File: config.mk
export PLATFORM = sky130hd
export DESIGN_NAME = sub_serie
export DESIGN_NICKNAME = d
export VERILOG_FILES = /design/src/rtl/sub_serie.sv
export SDC_FILE = /design/constraint.sdc
export NUM_CORES = 1
export LEC_CHECK = 0
export BUFFER_PORTS_ARGS = -buffer_cell sky130_fd_sc_hd__buf_4
export CAP_MARGIN = 20
export CORE_MARGIN = 2
export CORE_UTILIZATION = 24
export CTS_CLUSTER_DIAMETER = 150
export CTS_CLUSTER_SIZE = 20
export DETAILED_ROUTE_END_ITERATION = 7
export PLACE_DENSITY = 0.49
export SLEW_MARGIN = 20
export SYNTH_ARGS = -nofsm -noshare
export SYNTH_HDL_FRONTEND = slang
export SYNTH_SLANG_ARGS = --single-unit
File: constraint.sdc
create_clock -name clk -period 1.13 [get_ports clk]
set_input_delay 0.113 -clock clk [delete_from_list [all_inputs] [get_ports clk]]
set_output_delay 0.113 -clock clk [all_outputs]
set_load 0.01 [all_outputs]
File: src/rtl/sub_serie.sv
`default_nettype none
// ============================================================================
//  Module   : sub_serie
//  Purpose  : Bit-serial subtractor. Computes s = a - b - rin (mod 2^N) with a
//             single full-subtractor cell, one bit per clock, LSB first. It
//             also reports the final borrow (rout).
//  Options  : SUB_SERIE_OVF_EN - adds the ovf output, which reports two's-
//             complement overflow of the difference.
//  Revision : 1.0 - initial release
// ============================================================================
//
//  Timing for a start sampled at edge k:
//    edges k+1 .. k+N : one difference bit per edge (internal RUN state)
//    edge  k+N        : last bit, s/rout final, internal state -> DONE
//    edge  k+N+1      : DONE -> IDLE, done output rises (registered)
//    edge  k+N+2      : done falls; IDLE may already accept the next start
//  This gives a throughput of one result every N+2 cycles.
//  busy covers the whole window from edge k to edge k+N+2, including the
//  done cycle.

module sub_serie #(
  parameter int N = 8
) (
  input  logic         clk,
  input  logic         rst,
  input  logic         start,
  input  logic [N-1:0] a,
  input  logic [N-1:0] b,
  input  logic         rin,
  output logic         busy,
  output logic         done,
  output logic [N-1:0] s,
  output logic         rout
`ifdef SUB_SERIE_OVF_EN
  ,
  output logic         ovf
`endif
);

  // Bit counter width; N >= 2 keeps this at least 1.
  localparam int CW = $clog2(N);

  typedef enum logic [1:0] {
    IDLE = 2'd0,
    RUN  = 2'd1,
    DONE = 2'd2
  } state_t;

  state_t         r_state;
  logic [N-1:0]   r_a;      // minuend, shifted right so bit 0 is current
  logic [N-1:0]   r_b;      // subtrahend, shifted right likewise
  logic [N-1:0]   r_s;      // difference bits enter at the MSB end
  logic [CW-1:0]  r_cnt;    // index of the bit being processed
  logic           r_br;     // borrow carried between bit cycles
  logic           r_rout;
  logic           r_busy;
  logic           r_done;
`ifdef SUB_SERIE_OVF_EN
  logic           r_ovf;
`endif

  logic           w_d;
  logic           w_br_next;
  logic           w_last;

  // Full-subtractor cell working on the current LSBs of the operands.
  always_comb begin
    w_d       = r_a[0] ^ r_b[0] ^ r_br;
    w_br_next = (~r_a[0] & r_b[0]) | (~(r_a[0] ^ r_b[0]) & r_br);
    w_last    = (r_cnt == CW'(N - 1));
  end

  // Control FSM, serial datapath and registered outputs.
  always_ff @(posedge clk or posedge rst) begin
    if (rst) begin
      r_state <= IDLE;
      r_a     <= '0;
      r_b     <= '0;
      r_s     <= '0;
      r_cnt   <= '0;
      r_br    <= 1'b0;
      r_rout  <= 1'b0;
      r_busy  <= 1'b0;
      r_done  <= 1'b0;
`ifdef SUB_SERIE_OVF_EN
      r_ovf   <= 1'b0;
`endif
    end else begin
      // The done pulse trails the internal DONE state by one cycle. This lets
      // IDLE overlap the pulse cycle and keeps the cadence at N+2.
      r_done <= (r_state == DONE);

      case (r_state)
        IDLE: begin
          if (start) begin
            r_a     <= a;
            r_b     <= b;
            r_br    <= rin;
            r_cnt   <= '0;
            r_busy  <= 1'b1;
            r_state <= RUN;
          end else if (r_done) begin
            // Result has been presented; drop busy with the done pulse.
            r_busy <= 1'b0;
          end
        end

        RUN: begin
          r_s   <= {w_d, r_s[N-1:1]};
          r_a   <= {1'b0, r_a[N-1:1]};
          r_b   <= {1'b0, r_b[N-1:1]};
          r_br  <= w_br_next;
          r_cnt <= r_cnt + CW'(1);
          if (w_last) begin
            r_rout  <= w_br_next;
`ifdef SUB_SERIE_OVF_EN
            // Overflow = borrow into the sign bit XOR borrow out of it.
            r_ovf   <= r_br ^ w_br_next;
`endif
            r_state <= DONE;
          end
        end

        DONE: begin
          r_state <= IDLE;
        end

        default: begin
          r_state <= IDLE;
        end
      endcase
    end
  end

  // Outputs are driven straight from registers.
  always_comb begin
    busy = r_busy;
    done = r_done;
    s    = r_s;
    rout = r_rout;
`ifdef SUB_SERIE_OVF_EN
    ovf  = r_ovf;
`endif
  end

endmodule

`default_nettype wire

* After elaboration in Yosys (flattened, before gate mapping) *
Cells that the tools add are included.

cells by class
  add/sub/neg operators = 1
  equal/unequal tests = 5
  muxes and demuxes = 13
  bitwise operators = 7
  reduce and logical (&&, ||, !) cells = 7

operator list
  operator                                                                number
  8-bit one-hot mux with 2 select lines                                   2
  8-bit 2-to-1 mux                                                        2
  2-bit AND reduction                                                     4
  3-bit one-hot mux with 2 select lines                                   1
  2-bit 2-to-1 mux                                                        2
  2-bit inequality test (second input constant)                           2
  2-bit one-hot mux with 2 select lines                                   1
  2-bit nonzero test                                                      2
  3-bit by 1-bit adder with 3-bit output (second input constant)          1
  3-bit equality test (second input constant)                             1
  1-bit 2-to-1 mux                                                        3
  3-bit 2-to-1 mux                                                        1
  1-bit bitwise AND                                                       2
  2-bit by 1-bit equality test with 1-bit output (second input constant)  1
  2-bit equality test (second input constant)                             1
  2-bit logical NOT                                                       1
  1-bit NOT                                                               2
  1-bit one-hot mux with 2 select lines                                   1
  1-bit XOR                                                               2
  1-bit OR                                                                1

storage, ports and cells
  bits in registers = 33
  input port bits = 20
  output and inout port bits = 11
  logic and storage cells = 42

* Depth between registers and ports, before layout *
Gate-level depths: netlist of run 1.

  depth in word-level cells = 5
  mapped depth = 5
  mapped depth without buffers = 4

* Worst setup path before layout of run 1 *
OpenSTA, ideal clock, no wires.

  kind = register to register
  from = reg r_a[0]
  to = reg r_s[7], in the netlist s[7]
  library setup time = 125 ps
  arrival = 1,086 ps
  setup slack = -80 ps
  cell stages (with the launch flop) = 3
  period minus slack after synthesis = 1,210 ps
  cells stage by stage = dfrtp_1 fa_1 mux2_2

between the ends
  cells in the longest elaborated chain, start to end = 2

RTL lines
  element                   line  RTL
  start: declaration        50    logic [N-1:0] r_a;
  start signal: assignment  110   r_a <= {1'b0, r_a[N-1:1]};
  1-bit XOR (2 in series)   68    w_d = r_a[0] ^ r_b[0] ^ r_br;
  via w_d                   62    logic w_d;
  end signal: assignment    109   r_s <= {w_d, r_s[N-1:1]};
  end: declaration          52    logic [N-1:0] r_s;

The timed path passes the listed nets, and every way through them passes these cells.
A chain may end at the register's enable or synchronous reset.

* Final worst setup path of run 1 *
  from = reg r_state[1]
  to = reg r_busy, in the netlist busy

between the ends
  cells in the longest elaborated chain, start to end = 2

RTL lines
  element                        line  RTL
  start: declaration             49    state_t r_state;
  start signal: assignment       76    r_state <= IDLE;
  start signal: assignment       101   r_state <= RUN;
  start signal: assignment       120   r_state <= DONE;
  2-bit logical NOT              93    case (r_state)
  2-bit AND reduction (no line)  -
  end signal: assignment         83    r_busy <= 1'b0;
  end signal: assignment         100   r_busy <= 1'b1;
  end signal: assignment         104   r_busy <= 1'b0;
  end: declaration               56    logic r_busy;

No other way between the ends.

==> flow_summary.ini, run 1 <==
[logic_synthesis]
syn_inst = 123
synth_seq_cells = 33
synth_simple_gate_area_frac = 0.128
synth-seq-area-share = 0.555
synth.distinct_cells = 23
synth_compound_area_frac = 0.126
synth_top_family_by_area = simple AND/OR/NAND/NOR gates
ys.warnings.count = 0
synthMuxAreaShare = 0.0749
synthAdderAreaFrac = 0.0303
synthesis.nets = 146
synthXorXnorAreaFrac = 0
synth.avg_cell_area_um2 = 12.1
syn_area_mm2 = 0.00149

[drt]
drt_wl_total_um = 3410
wl_per_cell_um = 13.6
dr_total_vias = 1128
first_pass_iters = 4
drt-vias-per-instance = 4.51
remaining_drc_errors = 0
drt_iter0_drc = 132
antenna_left = 0

[floorplan]
rows = 28
dieHeight_um = 82.7
start_util = 0.250
pin_count = 31
core_mm2 = 0.00596
die_area_mm2 = 0.00684
die_w_um = 82.7

[placed_design]
dp_slack_ns = -0.191
dp_hpwl_um = 2500
port_buffers = 30
place.gp.congestion = 0.726

[global_route]
grt_antenna_before_repair = 0
grt-ovfl-total = 0
grt_max_degree = 34
track_usage = 0.111
grt_pass1_wl_um = 5570
grt_pass1_vias = 1238

[critical_path]
arrival_ns = 1.43
cp_max_fo = 14
crit_required_ns = 1.30
end_kind = flop
r2r_cells = 3
path_class = flop to flop
start_kind = flop

[sta]
setup_violations = 27
hold_viol_final = 0
skew_ns = 0.00386
finalCritPeriodShare = 1.11
min_period_ns = 1.26
fmax_mhz = 797
rsz0062_at_grt = true
slew_violations = 0
max_slew_margin = 0.723
layout_setup_ws_ns = -0.125
worst_pin_slew_ns = 0.416
fin_tns_setup_ns = -1.77
hold_slack_ns = 0.0541

[finish]
post-route-util = 0.361
drive_gt1_frac = 0.503
diodes = 0
nets = 197
syn2layout_area_growth_pct = 44.5

[power_and_ir_drop]
pwr-share-seq = 0.349
p_clk_frac = 0.192
vdd_ir_drop_max_mv = 1.02
power.internal_mw = 3.99
netSwitchingFraction = 0.316
p_switching_mw = 1.84
total_power_mw = 5.84
leakagePower_nw = 0.994
p_per_area_mw_per_mm2 = 2710
combPwrFrac = 0.458

[outcome]
outcome = complete, but fails checks
violations = negative setup slack

[run]
max-cap-violations = 0

[clock_network]
clockRootBuffer = clkbuf_8
path_clk_slew_ns = 0.06
numCtsBuffers = 5
clk_latency_ns = 0.28
clock-sinks = 33
cts_max_level = 2
cts_buffer_depth = 2
cts_tree = built

[min_path]
holdPathStages = 2
hold_class = input pin to flop
-- metrics by stage --
stage,instances,cell area (um^2)
finish,250,2150
global route,250,2150
CTS,247,2090
detailed placement,236,1890
global placement,236,1890
floorplan,123,1510
-- cell families after synthesis --
logic type	after synthesis
flops	33
simple gates	28
buf+inv	27
compound gates	22
mux	10
fa+ha+maj	3
-- layout by cell type, fill, tap and decap left out, types with 4 or more instances in the layout --
master / synthesis / layout
nor2_1: 8 / 8
buf_4: 1 / 50
nor4b_1: 7 / 4
a22o_1: 4 / 4
a211oi_1: 7 / 4
mux2_2: 9 / 8
inv_1: 17 / 15
nor3b_1: 8 / 5
a222oi_1: 8 / 8
clkbuf_8: 0 / 6
dfrtp_1: 33 / 32
-- what timing repair did --
item	in CTS	in global routing
hold buffers	1	0
gates resized for setup	16	7
hold endpoints to repair	33	0
endpoints found under the setup margin	31	31
pin swaps	3	4
setup buffers	2	3
-- final timing paths --
path / start / endpoint / slack, ns
setup reg to reg: r_state[1]$_DFFE_PP0P_ / busy$_DFFE_PP0P_ / -0.13
hold reg to reg: busy$_DFFE_PP0P_ / busy$_DFFE_PP0P_ / 0.50
hold / removal: b[7] / r_b[7]$_DFFE_PP0P_ / 0.05
max in group asynchronous: rst / r_state[1]$_DFFE_PP0P_ / 0.33
setup / recovery: r_state[1]$_DFFE_PP0P_ / busy$_DFFE_PP0P_ / -0.13
min in group asynchronous: rst / busy$_DFFE_PP0P_ / 0.48
-- cell usage after synthesis --
cell type  instances  area share
fa_1               1       0.013
nor2b_2            1      0.0059
buf_4              1      0.0050
nor2b_1            2      0.0084
and3b_1            1      0.0059
nor2_1             8       0.020
ha_1               2       0.017
a211oi_1           7       0.035
nor4b_1            7       0.041
a222oi_1           8       0.054
inv_1             17       0.043
a21oi_1            1      0.0034
o21bai_1           1      0.0050
a22o_1             4       0.024
buf_2              6       0.020
dfrtp_1           33        0.56
or3b_1             1      0.0059
nor3b_1            8       0.040
a21o_1             1      0.0050
mux2i_1            1      0.0067
clkbuf_1           1      0.0025
buf_6              2       0.015
mux2_2             9       0.068
-- critical path: stages (launching register included) --
cell,delay (ns)
dfrtp_2,0.45
buf_6,0.17
or3b_1,0.37
a21o_1,0.16
-- power groups by stage --
stage	clock, mW	sequential [mW]	combinational [mW]
global route	1.21	2.10	2.96
detailed placement	0	2.04	2.35
CTS	1.16	2.04	2.60
global placement	0	2.01	2.26
finish	1.12	2.04	2.67
floorplan	0	2.06	1.45
-- flip-flops by register name, indices dropped and copies added, names as in the netlist --
signal	flops
r_a	8
busy	1
s	8
done	1
r_cnt	3
rout	1
r_br	1
r_state	2
r_b	8
-- per-layer routing --
metal | share of wire | vias to the layer above | track usage
li1 | - | 538 | -
met1 | 0.42 | 550 | 0.124
met2 | 0.51 | 28 | 0.188
met3 | 0.036 | 12 | 0.0239
met4 | 0.036 | 0 | 0.0754
met5 | 0 | - | 0
-- layout make-up --
| type | count | area (um^2) |
|---|---|---|
| clock inverters | 1 | 30.0 |
| clock buffers | 7 | 86.3 |
| fillers | 603 | 3810 |
| well taps | 75 | 93.8 |
| inverters | 17 | 63.8 |
| multi-input cells | 63 | 629 |
| repair buffers | 54 | 419 |
| flip-flops and latches | 33 | 827 |
No activity file was read; power rests on OpenSTA's default activity.
==> run 2, diff against run 1 <==
- CORE_MARGIN: 2 -> 3
- PLACE_DENSITY: 0.49 -> not set
==> run 2 against run 1 <==
Via count increased by 1.2%; non-clock buffer count decreased by 3; setup slack got worse by 0.0045 ns; the run still ends with negative setup slack left; first-iteration DRC count decreased by 46%; global-route usage decreased by 1.3 points; clock power decreased by 21%; sequential cell count unchanged; critical path type unchanged; critical path depth unchanged; routed wire length increased by 3.8%; die area increased by 4.9%.
==> flow_summary.ini, run 2 (synthesized netlist as in run 1, its figures left out) <==
[outcome]
outcome = complete, but fails checks
violations = negative setup slack

[sta]
finalCritPeriodShare = 1.11
skew_ns = 0.00475
setup_violations = 29
layout_setup_ws_ns = -0.130
hold_viol_final = 0
fin_tns_setup_ns = -1.48
hold_slack_ns = 0.0450
fmax_mhz = 794
min_period_ns = 1.26
rsz0062_at_grt = true
worst_pin_slew_ns = 0.419
slew_violations = 0
max_slew_margin = 0.721

[drt]
antenna_left = 0
remaining_drc_errors = 0
drt_wl_total_um = 3540
drt-vias-per-instance = 4.62
drt_iter0_drc = 71
first_pass_iters = 4
wl_per_cell_um = 14.3
dr_total_vias = 1142

[global_route]
grt_pass1_vias = 1152
grt_pass1_wl_um = 5530
track_usage = 0.0985
grt_antenna_before_repair = 0
grt-ovfl-total = 0
grt_max_degree = 34

[finish]
layout.cells.most_common = buf_4
nets = 195
multi_input_area_um2 = 754
syn2layout_area_growth_pct = 52.2
drive_gt1_frac = 0.535
diodes = 0
num-fill-cells = 581
design_area_mm2 = 0.00226
post-route-util = 0.380
final_cell_mix = buf_4, dfrtp_1, inv_1
fin_cells = 247
regArea_um2 = 827

[critical_path]
critPathLaunch = r_b[0]$_DFFE_PP0P_
cp_max_fo = 2
arrival_ns = 1.43
crit_chain = inv_2 > fa_2 > mux2_4
end_kind = flop
path_class = flop to flop
slowest_delay_ns = 0.43
start_kind = flop
crit_required_ns = 1.30
critPathSlowestCell = fa_2
r2r-start = r_b[0]$_DFFE_PP0P_

[clock_network]
cts_tree = built
clk_latency_ns = 0.28
numCtsBuffers = 5
cts_max_level = 2
clockRootBuffer = clkbuf_8
path_clk_slew_ns = 0.06
cts_buffer_depth = 2
clock-sinks = 33

[floorplan]
die_w_um = 84.7
rows = 28
dieHeight_um = 84.7
pin_count = 31
start_util = 0.250
core_mm2 = 0.00596
die_area_mm2 = 0.00718

[min_path]
hp-start = a[7]
hold_class = input pin to flop

[placed_design]
post_dp_cell_area_mm2 = 0.00187
port_buffers = 30
dp_hpwl_um = 2240
place.gp.congestion = 0.674
dpl.cell_count = 234
dp_slack_ns = -0.114

[power_and_ir_drop]
p_per_area_mw_per_mm2 = 2620
total_power_mw = 5.93
leakagePower_nw = 1.06
vdd_ir_drop_max_mv = 1.10

[run]
max-cap-violations = 0
## run 2: repair_timing
action | 4_1_cts | 5_1_grt
resized for setup | 22 | 32
endpoints found under the hold margin | 33 | 0
setup endpoints to repair | 31 | 31
buffers inserted | 2 | 1
pin swaps | 2 | 18
cloned | 1 | 1
hold buffers | 1 | 0
## run 2: final cells by class
| class | instances | area share |
|---|---|---|
| clock buffers | 7 | 0.0381 |
| inverters | 17 | 0.0282 |
| multi-input cells | 64 | 0.333 |
| flip-flops and latches | 33 | 0.365 |
| well taps | 75 | 0.0414 |
| repair buffers | 51 | 0.194 |
## run 2: critical path: cells and delay by family, from the launching register on
family | cells | cell delay, ns
flip-flops | 1 | 0.38
buffers and inverters | 1 | 0.07
adder cells (fa/ha/maj) | 1 | 0.43
multiplexers | 1 | 0.26
## run 2: metal layers
layer | track usage | wire length [um] | up-vias
met5 | 0 | 0 | -
met4 | 0.0302 | 31 | 0
met3 | 0.0402 | 213 | 4
met2 | 0.149 | 1760 | 30
met1 | 0.129 | 1540 | 572
li1 | - | - | 536
## run 2: final timing paths
check,slack (ns),end,depth (start not counted)
setup / recovery,-0.13,s[7]$_DFFE_PP0P_,3
hold / removal,0.04,r_a[7]$_DFFE_PP0P_,2
setup reg to reg,-0.13,s[7]$_DFFE_PP0P_,3
hold reg to reg,0.49,busy$_DFFE_PP0P_,1
max in group asynchronous,0.33,r_state[1]$_DFFE_PP0P_,4
min in group asynchronous,0.48,busy$_DFFE_PP0P_,4
## run 2: report_power, final
group | switching (mW) | total, mW | internal (mW)
clock | 0.399 | 0.881 | 0.482
sequential | 0.332 | 2.07 | 1.73
combinational | 1.24 | 2.98 | 1.74
total | 1.97 | 5.93 | 3.95
